<file path="config.mk">
export PLATFORM = sky130hd
export DESIGN_NAME = run_transmitter
export DESIGN_NICKNAME = d
export VERILOG_FILES = /design/src/rtl/run_tx_pkg.sv /design/src/rtl/run_tx_slot.sv /design/src/rtl/run_transmitter.sv
export SDC_FILE = /design/constraint.sdc
export NUM_CORES = 1
export LEC_CHECK = 0
export CORE_AREA = 2 2 40 42
export DETAILED_ROUTE_END_ITERATION = 8
export DIE_AREA = 0 0 42 44
export HOLD_SLACK_MARGIN = 0.08
export PLACE_DENSITY = 0.7
export SYNTH_ARGS = -nofsm -noshare
export SYNTH_HDL_FRONTEND = slang
export SYNTH_SLANG_ARGS = --single-unit
</file>
<file path="constraint.sdc">
create_clock -name clk -period 2 [get_ports clk]
set_clock_uncertainty 0.05 [all_clocks]
set_input_delay 0.4 -clock clk [delete_from_list [all_inputs] [get_ports clk]]
set_output_delay 0.4 -clock clk [all_outputs]
set_load 0.01 [all_outputs]
</file>
<file path="src/rtl/run_tx_pkg.sv">
// rtl/run_tx_pkg.sv - State encodings shared by the run-length transmitter files
package run_tx_pkg;

    typedef enum logic [2:0] {
        ST_IDLE  = 3'b000,
        ST_SEND  = 3'b001,
        ST_GUARD = 3'b010
    } state_t;

endpackage

</file>
<file path="src/rtl/run_tx_slot.sv">
// rtl/run_tx_slot.sv - One-entry {bit, len} command holding slot with valid/ready
module run_tx_slot #(
    parameter int LEN_W = 3
) (
    input  logic             clk,
    input  logic             reset,
    input  logic             cmd_valid,
    output logic             cmd_ready,
    input  logic             cmd_bit,
    input  logic [LEN_W-1:0] cmd_len,
    input  logic             clear,
    output logic             slot_valid,
    output logic             slot_bit,
    output logic [LEN_W-1:0] slot_len
);

    // Ready depends only on the registered valid, never on cmd_valid
    assign cmd_ready = ~slot_valid & ~reset;

    always_ff @(posedge clk) begin
        if (reset) begin
            slot_valid <= 1'b0;
            slot_bit   <= 1'b0;
            slot_len   <= '0;
        end else if (cmd_valid && cmd_ready) begin
            slot_valid <= 1'b1;
            slot_bit   <= cmd_bit;
            slot_len   <= cmd_len;
        end else if (clear) begin
            slot_valid <= 1'b0;
        end
    end

endmodule

</file>
<file path="src/rtl/run_transmitter.sv">
// rtl/run_transmitter.sv - Run-length serial transmitter: FSM, run counter, w/done registers.
// Optional one-cycle inverted guard bit between runs under RUN_TX_GUARD_EN.
module run_transmitter
    import run_tx_pkg::*;
#(
    parameter int   LEN_W    = 3,
    parameter logic IDLE_BIT = 1'b0
) (
    input  logic             clk,
    input  logic             reset,
    input  logic             cmd_valid,
    output logic             cmd_ready,
    input  logic             cmd_bit,
    input  logic [LEN_W-1:0] cmd_len,
    output logic             w,
    output logic             busy,
    output logic             done,
    output logic [2:0]       state
);

    localparam logic [LEN_W:0] CNT_MAX = {1'b1, {LEN_W{1'b0}}};
    localparam logic [LEN_W:0] CNT_ONE = {{LEN_W{1'b0}}, 1'b1};

    state_t           state_q, state_d;
    logic [LEN_W:0]   cnt_q, cnt_d;
    logic             w_q, w_d;
    logic             done_q, done_d;
    logic             take;
    logic             fetch;
    logic             slot_valid;
    logic             slot_bit;
    logic [LEN_W-1:0] slot_len;
    logic [LEN_W:0]   load_cnt;
`ifdef RUN_TX_GUARD_EN
    logic             act_bit_q, act_bit_d;
`endif

    run_tx_slot #(.LEN_W(LEN_W)) u_slot (
        .clk        (clk),
        .reset      (reset),
        .cmd_valid  (cmd_valid),
        .cmd_ready  (cmd_ready),
        .cmd_bit    (cmd_bit),
        .cmd_len    (cmd_len),
        .clear      (take),
        .slot_valid (slot_valid),
        .slot_bit   (slot_bit),
        .slot_len   (slot_len)
    );

    // A zero length field encodes the longest run
    assign load_cnt = (slot_len == '0) ? CNT_MAX : {1'b0, slot_len};

    always_comb begin
        state_d = state_q;
        cnt_d   = cnt_q;
        w_d     = w_q;
        done_d  = 1'b0;
        take    = 1'b0;
        fetch   = 1'b0;
`ifdef RUN_TX_GUARD_EN
        act_bit_d = act_bit_q;
`endif
        case (state_q)
            ST_IDLE: fetch = 1'b1;
            ST_SEND: begin
                cnt_d = cnt_q - CNT_ONE;
                if (cnt_q == CNT_ONE) begin
                    done_d = 1'b1;
`ifdef RUN_TX_GUARD_EN
                    state_d = ST_GUARD;
                    w_d     = ~act_bit_q;
`else
                    fetch   = 1'b1;
`endif
                end
            end
`ifdef RUN_TX_GUARD_EN
            ST_GUARD: fetch = 1'b1;
`endif
            default: begin
                state_d = ST_IDLE;
                w_d     = IDLE_BIT;
            end
        endcase

        // Start the queued command, or fall back to idling
        if (fetch) begin
            if (slot_valid) begin
                take    = 1'b1;
                state_d = ST_SEND;
                w_d     = slot_bit;
                cnt_d   = load_cnt;
`ifdef RUN_TX_GUARD_EN
                act_bit_d = slot_bit;
`endif
            end else begin
                state_d = ST_IDLE;
                w_d     = IDLE_BIT;
            end
        end
    end

    always_ff @(posedge clk) begin
        if (reset) begin
            state_q <= ST_IDLE;
            cnt_q   <= '0;
            w_q     <= IDLE_BIT;
            done_q  <= 1'b0;
`ifdef RUN_TX_GUARD_EN
            act_bit_q <= 1'b0;
`endif
        end else begin
            state_q <= state_d;
            cnt_q   <= cnt_d;
            w_q     <= w_d;
            done_q  <= done_d;
`ifdef RUN_TX_GUARD_EN
            act_bit_q <= act_bit_d;
`endif
        end
    end

    assign w     = w_q;
    assign done  = done_q;
    assign state = state_q;
    assign busy  = (state_q != ST_IDLE) | slot_valid;

endmodule
</file>
# == Word-level counts from Yosys, hierarchy flattened ==
# Index checks and enable logic that the tools add are counted.
# word_totals
register_bits,14
out_inout_bits,7
# classes
addsub,1
n_eq_ne,3
muxes,16
bitwise,5
reduce_logical,7
# op_table
op,count
4-bit two-way mux,4
1-bit two-way mux,9
3-bit logical NOT,2
3-bit two-way mux,2
"4-bit by 1-bit == test with 1-bit output, second input constant",1
2-bit OR reduction,2
"4-bit by 1-bit subtractor with 4-bit output, second input constant",1
"3-bit by 1-bit == test with 1-bit output, second input constant",1
1-bit inverter,3
3-bit nonzero test,1
"2-bit by 1-bit != test with 1-bit output, second input constant",1
1-bit case mux with 2 select lines,1
2-bit nonzero test,1
1-bit AND,1
1-bit logical AND,1
1-bit bitwise OR,1

# == Longest topological paths before layout ==
# Gate-level depths: netlist of the first run.
# logic_depth
word_depth,6
ltp_mapped,6
depth_no_buf,5

# == By module ==
# From an unflattened synthesis of the first run, not the netlist that was laid out.
# unflattened
cells_unflattened,69
hier_area_um2,650.6
# by_module_without_submodules
module,n_inst,cells_each,area_per_inst_um2,seq_area_each_um2
run_transmitter,1,48,425.4,140.1
run_tx_slot,1,21,225.2,100.1

# == Worst setup path before layout of the first run ==
# No wires, ideal clock.
# synth_path
kind,register to register
start,reg cnt_q[0]
end,reg cnt_q[0]
setup_time_ns,0.135
arrival_time_ns,1.276
required_ns,1.815
setup_slack_ns,0.539
stages_incl_launch_ff,6
n_path_buf,1
synth_period_minus_slack_ns,1.461
cell_sequence,dfxtp_1 > ha_1 > or3b_1 > buf_6 > a211oi_1 > a211oi_1
# synth_via
elab_chain_len,4
# synth_lines
item,line,rtl
"start, declared",run_transmitter.sv:25,"logic [LEN_W:0] cnt_q, cnt_d;"
"start signal, assigned",run_transmitter.sv:115,cnt_q <= cnt_d;
4-bit by 1-bit subtractor with 4-bit output / 4-bit by 1-bit == test with 1-bit output (equally long branches),"run_transmitter.sv:67, run_transmitter.sv:68",
4-bit two-way mux / 1-bit two-way mux (equally long branches),"run_transmitter.sv:64, run_transmitter.sv:68",
4-bit two-way mux / 1-bit case mux with 2 select lines (equally long branches),"run_transmitter.sv:89, run_transmitter.sv:64",
4-bit two-way mux (*),run_transmitter.sv:88,if (fetch) begin
# Every way passes the cells marked *; elsewhere a longest branch is shown, timed or not.
# A chain may end at the register's enable or synchronous reset.

# == Worst setup path after layout of the first run ==
# layout_path
start,reg u_slot.slot_valid
end,out busy
# layout_via
elab_chain_len,1
# layout_lines
item,line,rtl
"start, declared",run_tx_slot.sv:12,"output logic slot_valid,"
"start signal, assigned",run_tx_slot.sv:22,slot_valid <= 1'b0;
"start signal, assigned",run_tx_slot.sv:26,slot_valid <= 1'b1;
"start signal, assigned",run_tx_slot.sv:30,slot_valid <= 1'b0;
1-bit bitwise OR,run_transmitter.sv:127,assign busy = (state_q != ST_IDLE) | slot_valid;
"end, declared",run_transmitter.sv:16,"output logic busy,"
# No other way between the ends.

==> impl_results.md, run 1 <==
- Die Y: between 40 and 50 um
- CP Class: flip-flop to output pin
- RR Startpoint: cnt_q[0]
- Worst reg2reg path depth: 4
- DRC Markers: 0
- Via/cell ratio: between 5 and 6
- Wirelength per Cell: roughly 11 um
- Initial Util: 42.4%
- Diodes inserted: 0
- DRT Pass-1 Iters: 4
- Number of buffers added on ports: 11
- Critical path data arrival time: ~1400 ps
- Via Count: around 480
- Layout Area Growth over Synthesis: 22.7%
- GPL Wtd Cong: ~0.75
- Max clock buf depth: 2
- Initial antenna violation count: 0
- Max frequency: about 530 MHz
- Clk pin slew, worst setup/hold paths: 70 ps
- Worst setup SP type: flip-flop
- Row cnt: 14
- Type of the worst min-delay path: flip-flop to flip-flop
- # fillers: 145
- Final Setup Violations: 0
- Min-Delay Path Depth: 2
- Worst-path maximum fanout: 9
- Setup_tns: 0 ps
- Core box area: between 1000 and 1500 um^2
- Largest net degree at the start of global routing: 15
- Initial drt markers: 14
- Dpl hpwl: just over 800 um
- CTS tree: done
- Final ANT Viol Nets: 0
- Final wirelength: ~1.1 mm
- Top-Level Pins: 14
- Mapped cell area: ~600 um^2
- Total gr overflow: 0
- Synth area leader: dfxtp_1
- Max cap viols: 0
- Place WS: a little under 60 ps
- Outcome: finished clean
- Fin crit period: approximately 1900 ps
- CTS buffer count: 3
- Synth Warn #: 0
- Die area: approximately 1800 um^2
- Routed met2 length: between 500 and 600 um
- Final Hold Viols: 0
- Required time worst endpoint: 1550 ps
- First-pass GRT wire length: 1.81 mm
- Top Metal Used: met4
- Async SR Flop Fraction: 0%
- Final WS setup: between 100 and 150 ps
- Static Leak: 0.290 nW
- Top FF cell, synth: dfxtp_1
- Clk root buf: clkbuf_4
- #FFs+latches synth: 12
- Mapped Cells: 65
- Layout cells sized above 1: a little over an eighth
- Die width: roughly 42 um
- H-tree Lvls: 1
- Netlist cell types: 29
- Commonest non-fill, non-tap cell in the layout: dfxtp_1
- Commonest non-fill, non-tap cells in the layout: 12 x dfxtp_1, 10 x clkdlybuf4s50_1, 8 x nor2_1, 8 x a211oi_1
- Hold_sp: w
- Worst skew pair latency: 260 ps
- R2R Setup Slk: around 400 ps
- Final period utilization: 93.6%
- Final #Nets: 87
- CP endpoint kind: output pin
- Tot GR Track Use: between 10% and 20%
- Worst VDD drop: 0.409 mV
- Slew Limit Fails: 0
- P per Cell Area: roughly 730 nW/um^2
- Vias in the first global route: 425
- Synth area leaders: dfxtp_1 40%, a211oi_1 10%, mux2i_1 6.7%
- Number of synthesized flops with an enable pin: 0
- Setup repair after global routing missed its margin: false
- Post-synth top area share: about 40%
- Critical Path Start: u_slot.slot_valid
- Avg Cell Area, Syn: 9.26 um^2
- Met1 wire length: between 400 and 500 um
- CTS sink count: 12
- Met3 wire length: ~57 um
- Post-synthesis sequential area ratio: 39.9%
-- Yosys cell counts, drive strengths merged, types with 2 or more instances --
cell,number
dfxtp,12
nor2b,2
mux2i,4
nand2,2
a21oi,2
nor2,8
a211oi,8
ha,2
buf,5
inv,4
clkbuf,2
-- critical path, cell delays in order (launching register included) --
cell             delay, ps
dfxtp_1                480
or2_2                  160
clkdlybuf4s50_1        520
-- layer usage --
metal | global-route usage, % | up-vias
met5 | 0 | -
met3 | 2.92 | 2
li1 | - | 242
met4 | 3.87 | 0
met1 | 15.6 | 224
met2 | 21.9 | 11
-- metrics by stage --
stage / cell area, um^2 / utilization [%] / power (mW) / cells / hold WS, ps
2_1_floorplan: 606 / - / 0.372 / 66 / 411
6_report: 738 / 52.0 / 0.540 / 92 / 452
3_3_place_gp: 713 / 50.3 / 0.404 / 89 / 427
5_1_grt: 738 / 52.0 / 0.575 / 92 / 482
4_1_cts: 736 / 51.9 / 0.547 / 92 / 454
3_5_place_dp: 713 / 50.3 / 0.409 / 89 / 442
-- report_power, final --
part	internal (mW)	switching, mW	leakage [nW]
clock	0.0692	0.0704	0.0138
sequential	0.260	0.0187	0.0987
combinational	0.0666	0.0553	0.178
total	0.396	0.144	0.290
-- kinds of logic after synthesis --
kind of cell / Yosys count / share of synthesized area [%]
other cells: 1 / 0.623
simple gates: 19 / 17.7
xor+xnor: 2 / 2.91
fa+ha+maj: 2 / 4.16
compound gates: 13 / 16.2
mux: 5 / 8.52
flops: 12 / 39.9
buf+inv: 11 / 9.98
-- registers in the layout, indices dropped and copies added, names as in the netlist --
register,count
u_slot.slot_len,3
w,1
cnt_q,4
u_slot.slot_valid,1
state,1
u_slot.slot_bit,1
done,1
-- layout make-up --
type	count	area (um^2)	share of cell area (%)
multi-input cells	43	305	41.4
flip-flops and latches	12	240	32.5
well taps	16	20.0	2.71
inverters	4	15.0	2.03
clock buffers	3	22.5	3.05
repair buffers	14	135	18.3
-- path summary, 6_finish.rpt --
check,to
min,w
max reg2reg,cnt_q[2]
min reg2reg,w
max,busy
-- repair_timing --
action / in CTS / in global routing
setup buffers: 0 / 0
setup endpoints to repair: 0 / 1
hold buffers: 0 / 0
gates resized for setup: 0 / 1
Note: power is estimated with default switching activity, not from simulation.
==> run 2, diff against run 1 <==
Settings changed: CORE_AREA 2 2 40 42 to 5 5 42 44, CTS_BUF_LIST from default to sky130_fd_sc_hd__clkbuf_4 sky130_fd_sc_hd__clkbuf_8, DIE_AREA 0 0 42 44 to 0 0 47 49, PLACE_DENSITY 0.7 to 0.73.
==> impl_results.md, run 2 (synthesis gave the netlist of run 1 again) <==
- Outcome: finished clean
- RR Startpoint: cnt_q[0]
- Initial drt markers: 13 (-1)
- Static Leak: 0.286 nW (-1.4%)
- Type of the worst min-delay path: flip-flop to flip-flop
- Crit-path cells: clkdlybuf4s50_1, nor2_1, clkdlybuf4s50_1
- Top-Level Pins: 14 (unchanged)
- Initial antenna violation count: 0 (unchanged)
- Clk root buf: clkbuf_4
- Worst skew pair latency: 270 ps (about the same)
- Cell Int Power: 0.438 mW (+11%)
- Delay of the slowest cell on the worst path: 540 ps (+20 ps)
- CTS sink count: 12 (unchanged)
- Biggest regs: cnt_q: 4 flops, u_slot.slot_len: 3 flops
- Worst VDD drop: 0.467 mV (+14%)
- P per Cell Area: 798 nW/um^2 (+9.0%)
- Max frequency: 522 MHz (-2.3%)
- Worst setup SP type: input port
- Inst Count DP: 89 (unchanged)
- DRT Pass-1 Iters: 4 (unchanged)
- Max cap viols: 0 (unchanged)
- Proportion of power drawn by the clock network: 32.5% (+6.6 points)
- Worst-path maximum fanout: 2 (-7)
- Critical Path Start: reset
- CP Class: input port to output pin
- Post-DP Area: 713 um^2 (unchanged)
- Tot GR Track Use: 12.0% (-0.60 points)
- Final Hold Viols: 0 (unchanged)
- First-pass GRT wire length: 2.10 mm (+16%)
- Die area: 2300 um^2 (+25%)
- Slew Limit Fails: 0 (unchanged)
- # Post-CTS Setup Buffers: 0 (unchanged)
- CTS tree: done
- Most frequent cell on the critical path: clkdlybuf4s50_1
- Initial Util: 42.9% (+0.53 points)
- DRC Markers: 0 (unchanged)
- Dpl hpwl: 897 um (+12%)
- Required time worst endpoint: 1550 ps (about the same)
- Clk pin slew, worst setup/hold paths: 70 ps (about the same)
- Post-layout util: 53.5% (+1.5 points)
- CTS buffer count: 3 (unchanged)
- Number of buffers added on ports: 11 (unchanged)
- Via/cell ratio: 5.11 (-1.9%)
- Vias in the first global route: 516 (+21%)
- Setup repair after global routing missed its margin: false
- Fin crit period: 1920 ps (+44.9 ps)
- H-tree Lvls: 1 (unchanged)
- Diodes inserted: 0 (unchanged)
- Final wirelength: 1.18 mm (+12%)
- Layout Area Growth over Synthesis: 24.5%
- Largest net degree at the start of global routing: 15 (unchanged)
- Biggest register: cnt_q
- Final Non-Filler Cells: 93 (+1.1%)
- Reg power frac: 46.5% (-5.1 points)
- Critical R2R Capture: cnt_q[2]
- Max clock buf depth: 2 (unchanged)
- Final period utilization: 95.8% (+2.2 points)
- Hold_sp: w
- Row cnt: 14 (unchanged)
- Commonest non-fill, non-tap cell in the layout: dfxtp_1
- Max FFs per register: 4 (unchanged)
- Design Power: 0.598 mW (+11%)
- Die width: 47 um (+12%)
- Final ANT Viol Nets: 0 (unchanged)
- Final Setup Violations: 0 (unchanged)
- Wirelength per Cell: 12.7 um (+11%)
- Sw power: 0.160 mW (+11%)
- Layout cells sized above 1: 14.3% (+1.1 points)
- R2R Setup Slk: 370 ps (-30 ps)
- Finished Cell Area: 749 um^2 (+1.5%)
- Commonest non-fill, non-tap cells in the layout: 12 x dfxtp_1, 11 x clkdlybuf4s50_1, 8 x nor2_1, 8 x a211oi_1
- Comb power frac: 21.0% (-1.6 points)
- Setup_tns: 0 ps (unchanged)
- Switching share of power: 26.7% (about the same)
- Cts repair resizes: 0 (unchanged)
- Final #Nets: 87 (unchanged)
- GPL Wtd Cong: 0.694 (-7.7%)
- Total gr overflow: 0 (unchanged)
- Slowest library cell on the worst path: clkdlybuf4s50_1
- CP endpoint kind: output pin
- Via Count: 475 (-0.84%)
- Critical path data arrival time: 1470 ps (+50 ps)
- Die Y: 49 um (+11%)
- Worst reg2reg path depth: 4 (unchanged)
- Hold Buf Count CTS: 0 (unchanged)
- Critical Path End: cmd_ready
- Core box area: 1400 um^2 (-1.2%)
- # fillers: 140 (-3.4%)
-- run 2: how the worst min path moves through the flow --
stage          cells after the start         endpoint
5_1_grt                            2                w
4_1_cts                            2                w
6_report                           2                w
2_1_floorplan                      2  u_slot.slot_bit
3_5_place_dp                       2                w
3_3_place_gp                       2                w
-- run 2: layout make-up --
class	count	area [um^2]	area share, %
Multi-Input combinational cell	43	305	40.7
Sequential cell	12	240	32.1
Timing Repair Buffer	14	133	17.7
Clock buffer	4	36.3	4.84
Tap cell	16	20.0	2.67
Inverter	4	15.0	2.00
-- run 2: critical path: cells and delay by family --
family                 cells  cell delay (ps)
buffers and inverters      2              970
AND/OR/NAND/NOR            1              100
-- run 2: routing by layer --
metal  global-route usage [%]  share of wire, %  wire length [um]  vias to the layer above
li1                         -                 -                 -                      245
met1                     14.2                46               540                      216
met2                     20.1                47               553                       10
met3                     2.95               5.7                67                        4
met4                     4.15               1.5                18                        0
met5                        0                 0                 0                        -
-- run 2: power groups by stage --
stage | Clock (mW) | Sequential (mW) | Combinational [mW]
after floorplan | 0 | 0.279 | 0.0922
after global placement | 0 | 0.283 | 0.121
after detailed placement | 0 | 0.284 | 0.126
after CTS | 0.191 | 0.278 | 0.127
after global routing | 0.211 | 0.282 | 0.142
final | 0.194 | 0.278 | 0.126
-- run 2: through the flow --
step	setup WS, ps	hold WS, ps
after floorplan	539	411
after global placement	68.1	430
after detailed placement	59.6	440
after CTS	66.4	455
after global routing	5.03	469
final	83.3	455
